## src/rtl/arb_pkg.sv

```systemverilog
// Shared definitions for the 16-way round-robin arbiter.
//   - Requester count and encoded-index width.
//   - FSM state encoding, also exported through the top's debug port.
//   - Default hold limit and the width of the hold counter.
//   - onehot(): index-to-one-hot helper used to build the grant vector.
package arb_pkg;

  localparam int N           = 16;
  localparam int IDX_W       = 4;
  localparam int TIMEOUT_DEF = 255;
  localparam int TO_W_DEF    = 8;

  typedef enum logic [1:0] {
    ST_IDLE    = 2'd0,
    ST_GRANT   = 2'd1,
    ST_RELEASE = 2'd2
  } arb_state_e;

  function automatic logic [N-1:0] onehot(input logic [IDX_W-1:0] idx);
    logic [N-1:0] r;
    r      = '0;
    r[idx] = 1'b1;
    return r;
  endfunction

endpackage

```

## src/rtl/rr_arbiter_16_pick.sv

```systemverilog
// rr_pick: combinational round-robin selector.
// Ports:
//   req_i   [15:0] request vector
//   ptr_i   [3:0]  highest-priority requester
//   pick_o  [3:0]  first set request at or after ptr_i, wrapping 15 -> 0
//   found_o        high when any request is set
// The request vector is rotated right by ptr_i, so bit 0 of the rotated
// vector is requester ptr_i. The lowest set bit of the rotated vector is
// then the offset from ptr_i, and adding ptr_i (mod 16) recovers the index.
module rr_pick
  import arb_pkg::*;
(
  input  logic [N-1:0]     req_i,
  input  logic [IDX_W-1:0] ptr_i,
  output logic [IDX_W-1:0] pick_o,
  output logic             found_o
);

  logic [N-1:0]     rot;
  logic [IDX_W-1:0] off;

  always_comb begin
    rot = '0;
    for (int i = 0; i < N; i++) begin
      rot[i] = req_i[IDX_W'(i) + ptr_i];
    end
  end

  // Descending scan so the lowest set bit is the last one written.
  always_comb begin
    off = '0;
    for (int i = N - 1; i >= 0; i--) begin
      if (rot[i]) off = IDX_W'(i);
    end
  end

  assign pick_o  = off + ptr_i;
  assign found_o = |req_i;

endmodule

```

## src/rtl/rr_arbiter_16.sv

```systemverilog
// rr_arbiter_16: round-robin arbiter sharing one resource between 16
// requesters. Grants are registered, held until the owner signals done,
// drops its request or exceeds the hold limit, and are always followed by
// one dead cycle (RELEASE) before the next owner.
// Ports:
//   clk          system clock, rising edge
//   rst_n        asynchronous active-low reset
//   en           arbitration enable; low only blocks new grants
//   req   [15:0] request vector, bit i = requester i
//   done         owner completion strobe, sampled in GRANT only
//   gnt   [15:0] registered one-hot grant
//   gnt_idx [3:0] registered encoded grant index, 0 when no grant
//   gnt_valid    high while a grant is held
//   timeout      one-cycle pulse after a forced release
//   dbg_state_o  current FSM state (arb_state_e encoding)
//   dbg_ptr_o    current round-robin priority pointer
// Handshake: a grant is offered by raising gnt_valid with gnt/gnt_idx
// stable; it ends on the cycle after done=1 or req[gnt_idx]=0 is sampled
// while gnt_valid is high, or after TIMEOUT held cycles.
module rr_arbiter_16
  import arb_pkg::*;
#(
  parameter int TIMEOUT = TIMEOUT_DEF,
  parameter int TO_W    = TO_W_DEF
) (
  input  logic             clk,
  input  logic             rst_n,
  input  logic             en,
  input  logic [N-1:0]     req,
  input  logic             done,
  output logic [N-1:0]     gnt,
  output logic [IDX_W-1:0] gnt_idx,
  output logic             gnt_valid,
  output logic             timeout,
  output logic [1:0]       dbg_state_o,
  output logic [IDX_W-1:0] dbg_ptr_o
);

  arb_state_e       state_q;
  logic [N-1:0]     gnt_q;
  logic [IDX_W-1:0] idx_q;
  logic             valid_q;
  logic             timeout_q;
  logic [IDX_W-1:0] ptr_q;
  logic [TO_W-1:0]  cnt_q;

  logic [IDX_W-1:0] pick;
  logic             found;
  logic             rel_normal;
  logic             hit_limit;

  rr_pick u_pick (
    .req_i   (req),
    .ptr_i   (ptr_q),
    .pick_o  (pick),
    .found_o (found)
  );

  // A normal release wins over the hold limit, so a done or request drop
  // on the last allowed cycle does not raise timeout.
  assign rel_normal = done || !req[idx_q];
  assign hit_limit  = (cnt_q == TO_W'(TIMEOUT - 1));

  always_ff @(posedge clk or negedge rst_n) begin
    if (!rst_n) begin
      state_q   <= ST_IDLE;
      gnt_q     <= '0;
      idx_q     <= '0;
      valid_q   <= 1'b0;
      timeout_q <= 1'b0;
      ptr_q     <= '0;
      cnt_q     <= '0;
    end else begin
      timeout_q <= 1'b0;
      case (state_q)
        ST_IDLE: begin
          if (en && found) begin
            gnt_q   <= onehot(pick);
            idx_q   <= pick;
            valid_q <= 1'b1;
            cnt_q   <= '0;
            state_q <= ST_GRANT;
          end
        end
        ST_GRANT: begin
          if (rel_normal || hit_limit) begin
            gnt_q     <= '0;
            idx_q     <= '0;
            valid_q   <= 1'b0;
            ptr_q     <= idx_q + IDX_W'(1);
            timeout_q <= !rel_normal;
            state_q   <= ST_RELEASE;
          end else begin
            cnt_q <= cnt_q + TO_W'(1);
          end
        end
        ST_RELEASE: begin
          state_q <= ST_IDLE;
        end
        default: begin
          gnt_q   <= '0;
          idx_q   <= '0;
          valid_q <= 1'b0;
          state_q <= ST_IDLE;
        end
      endcase
    end
  end

  assign gnt         = gnt_q;
  assign gnt_idx     = idx_q;
  assign gnt_valid   = valid_q;
  assign timeout     = timeout_q;
  assign dbg_state_o = state_q;
  assign dbg_ptr_o   = ptr_q;

endmodule

```

## config.mk

```make
export PLATFORM = sky130hd
export DESIGN_NAME = rr_arbiter_16
export DESIGN_NICKNAME = d
export VERILOG_FILES = /design/src/rtl/arb_pkg.sv /design/src/rtl/rr_arbiter_16_pick.sv /design/src/rtl/rr_arbiter_16.sv
export SDC_FILE = /design/constraint.sdc
export NUM_CORES = 1
export LEC_CHECK = 0
export BUFFER_PORTS_ARGS = -buffer_cell sky130_fd_sc_hd__buf_4
export CAP_MARGIN = 20
export CELL_PAD_IN_SITES_DETAIL_PLACEMENT = 1
export CELL_PAD_IN_SITES_GLOBAL_PLACEMENT = 2
export CORE_MARGIN = 1
export CORE_UTILIZATION = 36
export CTS_CLUSTER_SIZE = 14
export DETAILED_ROUTE_END_ITERATION = 8
export HOLD_SLACK_MARGIN = 0.06
export PLACE_DENSITY_LB_ADDON = 0.1
export SLEW_MARGIN = 20
export SYNTH_ARGS = -nofsm -noshare
export SYNTH_HDL_FRONTEND = slang
export SYNTH_HIERARCHICAL = 1
export SYNTH_SLANG_ARGS = --single-unit
```

## constraint.sdc

```tcl
create_clock -name clk -period 5.1 [get_ports clk]
set_clock_uncertainty 0.05 [all_clocks]
set_input_delay 1.02 -clock clk [delete_from_list [all_inputs] [get_ports clk]]
set_output_delay 1.02 -clock clk [all_outputs]
set_load 0.01 [all_outputs]
```

==> Yosys cells after proc, flatten, opt, wreduce, memory -nomap -nowiden <==
Cells that the tools add are included.
{ "op_classes": {"n_addsub": 18, "order_cmp": 19, "eq_ne": 6, "n_mux": 69, "bitwise": 1, "n_reduce_logical": 13} }
{ "op_table": {"columns": ["cell", "n"], "rows": [
  ["< comparator 4 x 5 -> 1 bit (second input constant)", 18],
  ["2-to-1 mux 4 bit", 18],
  ["binary-select mux 1 bit (select 4 bit)", 17],
  ["one-hot mux 16 bit (3 select lines)", 1],
  ["adder 4 bit (first input constant)", 8],
  ["2-to-1 mux 16 bit", 2],
  ["2-to-1 mux 1 bit", 22],
  ["adder 3 x 4 -> 4 bit (first input constant)", 4],
  ["2-to-1 mux 8 bit", 2],
  ["one-hot mux 8 bit (2 select lines)", 1],
  ["OR reduction 16 bit", 1],
  ["one-hot mux 4 bit (3 select lines)", 1],
  ["adder 2 x 4 -> 4 bit (first input constant)", 2],
  ["adder 8 x 1 -> 8 bit (second input constant)", 1],
  ["equality test 8 bit (second input constant)", 1],
  ["!= test 2 bit (second input constant)", 3],
  ["AND reduction 3 bit", 2],
  ["adder 1 x 4 -> 4 bit (first input constant)", 1],
  ["adder 4 x 1 -> 4 bit (second input constant)", 1],
  ["adder 4 bit", 1],
  ["demux 1 bit (select 4 bit)", 1],
  ["greater-or-equal comparator 4 x 1 -> 1 bit (second input constant)", 1],
  ["2-to-1 mux 2 bit", 2],
  ["one-hot mux 2 bit (2 select lines)", 1],
  ["10 further kinds", 14]
]} }
{ "word_totals": {"reg_bits": 36, "output_inout_bits": 28} }

==> Longest topological paths before layout <==
{ "logic_depth": {"word_depth": 26, "ltp_mapped": 18, "mapped_depth_nobuf": 16} }

==> By module <==
The synthesis kept the hierarchy.
{ "by_module_without_submodules": {"columns": ["mod", "n_inst", "cells_per_inst", "area_each_um2"], "rows": [
  ["rr_arbiter_16", 1, 161, 1755.4],
  ["rr_pick", 1, 121, 1385.1]
]} }

==> Worst setup path after synthesis <==
Ideal clock, no wire load.
{ "synth_path": {"path_kind": "flip-flop to flip-flop", "from": "reg ptr_q[1], in the netlist dbg_ptr_o[1]", "to": "reg gnt_q[0], in the netlist gnt[0]", "setup_ps": 122, "arrival_time_ps": 4344, "required_ps": 4928, "setup_slack_ps": 585, "stages_incl_launch_ff": 18, "path_cell_list": "dfrtp_1 > clkbuf_1 > inv_1 > ha_1 > buf_2 > mux4_2 > mux2_2 > mux2_2 > o211ai_1 > a211oi_1 > o21a_1 > ha_1 > a21o_1 > a21oi_1 > xor2_1 > xnor2_1 > inv_1 > a32o_1"} }
{ "synth_via": {"elab_chain_len": 26, "word_cells_on_any_way": 71, "cone_classes": "add/sub (16); order compare (2); mux (52); reduce/logical (1)"} }
{ "synth_lines": {"columns": ["element", "line_no", "source"], "rows": [
  ["from (decl)", "rr_arbiter_16.sv:44", "logic [IDX_W-1:0] ptr_q;"],
  ["from (signal assigned)", "rr_arbiter_16.sv:90", "ptr_q <= idx_q + IDX_W'(1);"],
  ["adder 4 bit", "rr_arbiter_16_pick.sv:25", "rot[i] = req_i[IDX_W'(i) + ptr_i];"],
  ["binary-select mux 1 bit (select 4 bit)", "rr_arbiter_16_pick.sv:25", null],
  ["2-to-1 mux 1 bit (not written as such)", "rr_arbiter_16_pick.sv:25", null],
  ["2-to-1 mux 4 bit (16 in a row)", "rr_arbiter_16_pick.sv:33", "if (rot[i]) off = IDX_W'(i);"],
  ["adder 4 bit (*)", "rr_arbiter_16_pick.sv:37", "assign pick_o = off + ptr_i;"],
  ["named net pick[3]", "rr_arbiter_16.sv:47", "logic [IDX_W-1:0] pick;"],
  ["< comparator 4 x 5 -> 1 bit (not written as such) or greater-or-equal comparator 4 x 1 -> 1 bit (tied branches)", "arb_pkg.sv:22", "r[idx] = 1'b1;"],
  ["logical AND 1 bit (not written as such)", "arb_pkg.sv:22", null],
  ["2-to-1 mux 1 bit (not written as such)", "arb_pkg.sv:22", null],
  ["demux 1 bit (select 4 bit) (*)", "arb_pkg.sv:22", null],
  ["2-to-1 mux 16 bit (*)", "rr_arbiter_16.sv:77", "if (en && found) begin"],
  ["one-hot mux 16 bit (3 select lines) (*)", "rr_arbiter_16.sv:75", "case (state_q)"],
  ["to (signal assigned)", "rr_arbiter_16.sv:78", "gnt_q <= onehot(pick);"],
  ["to (decl)", "rr_arbiter_16.sv:40", "logic [N-1:0] gnt_q;"]
]} }
Mark *: on every way through the listed nets, which the timed path passes. The rest lies on a longest branch. The select of a mux whose other input is x is not followed.
A chain may end at the register's enable or synchronous reset.

==> Final worst setup path <==
{ "layout_path": {"from": "reg ptr_q[1], in the netlist dbg_ptr_o[1]", "to": "reg gnt_q[4], in the netlist gnt[4]"} }
The elaborated chain is that of the path after synthesis.

==> metrics.md <==
| Metric | Value |
|---|---|
| Status | finished, final reports clean |
| Compound-gate portion of the synthesized area | 0.1534 |
| Async S/R FF share, synth | 1.000 |
| Crit-path leading delay family | compound AO/OA/AOI/OAI gates |
| Flop2flop setup slack | ~470 ps |
| Die area | between 9000 and 10000 um^2 |
| Max-Cap Viols | 0 |
| Remaining DRCs | 0 |
| Post-synthesis xor/xnor area fraction | 0.03625 |
| Dpl cells | approximately 430 |
| Final Hold Fails | 0 |
| Placed instance area | roughly 3600 um^2 |
| Largest net degree at the start of global routing | 37 |
| CP max stage delay | ~580 ps |
| TritonCTS Sinks | 36 |
| Layout cells sized above 1 | 0.2857 |
| Syn-to-layout area delta | 16.22% |
| Number of synthesized register bits | 36 |
| Vias in the first global route | ~2.6k |
| Pwr per Cell Area | between 600 and 700 nW/um^2 |
| Via Count | 2542 |
| CTS tree | done |
| Most frequent cells in the layout | buf_4 (49), dfrtp_1 (36), mux2i_1 (21), nand2_1 (21), mux2_2 (18) |
| CTS Hold Bufs | 0 |
| Fin Hold WS | ~440 ps |
| Simple-Gate Fraction of Synth Area | 0.1235 |
| Post-synthesis mux area share | 0.2988 |
| DR vias/cell | around 5.9 |
| Nets | 362 |
| Syn Nets | 316 |
| CTS root buf | clkbuf_8 |
| Core Util, Final | 0.4376 |
| GR Overflow Total | 0 |
| Clock transition at the registers of the reported paths | ~80 ps |
| Worst R2R Path Depth | 15 |
| Post-layout min period | around 4600 ps |
| Post-route antenna net violation count | 0 |
| GRT Total Usage | 0.1963 |
| # H-tree levels | 2 |
| CP Max Fanout | 8 |
| HP Start | cnt_q[7] |
| Critical R2R Launch | dbg_ptr_o[1] |
| Starting density of the core | 0.3765 |
| Initial DRC Count | 38 |
| R2R Path End | gnt[4] |
| WP buf/inv | 2 |
| Lkg Pwr | between 1.5 and 2 nW |
| Post-CTS Setup Bufs | 0 |
| Worst-Skew Late Latency | slightly below 300 ps |
| CP required | 5230 ps |
| CTS Buffer Depth | 2 |
| Kind of end point of the critical path | flop |
| Achievable Freq | ~220 MHz |
| Setup ws final | 472.5 ps |
| Netlist cell types | 49 |
| Fin cells | 434 |
| Dpl ws | 412.3 ps |
| Worst-path cell chain | inv_1, ha_1, mux4_2, mux2_2, mux2i_1, o211ai_1, a211oi_1, o21a_1, ha_1, a21o_1, a21oi_1, xor2_1, xnor2_1, inv_1, a32o_1 |
| Slowest cell on crit path | mux4_2 |
| Port Buffer Count | 47 |
| Syn. warnings | 6 |
| # resized after CTS | 0 |
| Drt pass-1 iters | 4 |
| DP HPWL | between 6 and 7 mm |
| Adder-cell share of the synthesized area | 0.05817 |
| First-pass GRT wire length | 13.70 mm |
| Tot Pwr | about 2.4 mW |
| Post-Route WL | 8.390 mm |
| Post-synth EDFFs | 0 |
| Syn avg cell area | approximately 11 um^2 |
| Routability Congestion | about 0.78 |
| WS Path Type | reg -> reg |
| Slew Limit Fails | 0 |
| Register area | 900.9 um^2 |
| Mapped Cells | between 200 and 300 |
| Slew @ Worst Pin | ~770 ps |
| Core ar. | between 8000 and 9000 um^2 |
| Main combinational cell family by area after synthesis | multiplexers |
| Post-synthesis cell area | ~3100 um^2 |
| Register area share after synthesis | 0.2869 |
| Most used flip-flop cell after synthesis | dfrtp_1 |
| Initial antenna violation count | 0 |
| Fill count | just over 900 |
| Worst hold stages | 1 |
| Setup tns final | 0 ps |
| Commonest non-fill, non-tap cell in the layout | buf_4 |
| Tcrit/Tclk final | 0.9074 |
| Crit path launch type | flop |
| Worst Hold End | cnt_q[7] |
| N_diodes | 0 |
| RSZ-0062 raised after global routing | false |
| Cell area after layout | 3650 um^2 |
| Crit path DAT | roughly 4800 ps |
| Die height | 95.40 um |
| CTS buffer count | 5 |
| I/O pins | 48 |
| Routed wire length per instance | 19.33 um |
| Slew headroom | 0.4839 |
| Hold Crit Class | reg -> reg |
| Num rows | 33 |
| Setup Viol. Count Final | 0 |
| Worst VDD drop | 0.0002526 V |
| Chip width | 95.40 um |
| Multi-input logic area | between 2000 and 2500 um^2 |
cell usage after synthesis (all sizes together) (3+ instances only):
| library cell | instances | area (um^2) |
|---|---|---|
| dfrtp | 36 | 900.9 |
| mux4 | 22 | 525.5 |
| mux2i | 21 | 210.2 |
| nand2 | 21 | 78.83 |
| mux2 | 18 | 202.7 |
| inv | 15 | 56.30 |
| a21oi | 14 | 73.82 |
| ha | 13 | 162.7 |
| o2bb2ai | 13 | 113.9 |
| nor2 | 10 | 37.54 |
| xnor2 | 10 | 87.58 |
| nand3 | 9 | 45.04 |
| buf | 8 | 67.56 |
| a31oi | 5 | 31.28 |
| nand2b | 5 | 31.28 |
| nor4 | 5 | 46.29 |
| o21ai | 5 | 25.02 |
| a22o | 4 | 43.80 |
| a32o | 4 | 40.04 |
| nand4 | 4 | 31.28 |
| nor3 | 4 | 20.02 |
| o211ai | 4 | 30.03 |
| nor2b | 3 | 18.77 |
| or2 | 3 | 21.27 |
| xor2 | 3 | 26.28 |
cells by family (layout without fill, tap and decap cells):
family	Yosys count	in the layout
adders and majority gates	14	14
and+or+nand+nor	70	70
DFF	36	36
buffers and inverters	26	73
muxes	61	61
xor gates and xnor gates	13	13
AOI/OAI and AO/OA	62	62
flip-flops by register name, indices dropped and copies added (netlist names):
register and count:
gnt_valid 1, gnt 16, dbg_state_o 2, timeout 1, cnt_q 8, gnt_idx 4
dbg_ptr_o 4
power by group:
group          internal (mW)  switching, mW  leakage, nW
logic                  0.775          0.988         1.04
clock network         0.0975          0.102       0.0424
registers              0.353         0.0886        0.487
worst max path at each step:
stage                 start  endpoint  slack [ps]  depth (start not counted)
6_report       dbg_ptr_o[1]    gnt[4]         470                         15
5_1_grt        dbg_ptr_o[1]    gnt[7]         180                         16
4_1_cts        dbg_ptr_o[1]    gnt[7]         460                         16
3_5_place_dp         req[6]    gnt[4]         410                         14
3_3_place_gp        req[15]    gnt[8]         420                         13
2_1_floorplan  dbg_ptr_o[1]    gnt[0]         580                         17
final cells by class:
type,count,share of cell area
Tap cell,105,0.03600
Sequential cell,36,0.2468
Clock inverter,1,0.002400
Clock buffer,7,0.02091
Multi-Input combinational cell,220,0.5766
Timing Repair Buffer,49,0.1008
Inverter,16,0.01646
per-layer routing:
layer | routed length, um | global-route usage | part of all wire
met4 | 218 | 0.06716 | 0.026
met5 | 0 | 0 | 0
met3 | 197 | 0.01994 | 0.023
met2 | 4176 | 0.3357 | 0.50
met1 | 3797 | 0.2581 | 0.45
worst reg2reg max path, stage by stage, from the launching register on:
cell and delay [ps]:
dfrtp_1 350, inv_1 120, ha_1 560, mux4_2 590, mux2_2 320, mux2i_1 290, o211ai_1 160, a211oi_1 350
o21a_1 180, ha_1 210, a21o_1 170, a21oi_1 170, xor2_1 100, xnor2_1 470, inv_1 170, a32o_1 250
(Power assumes the default switching activity.)
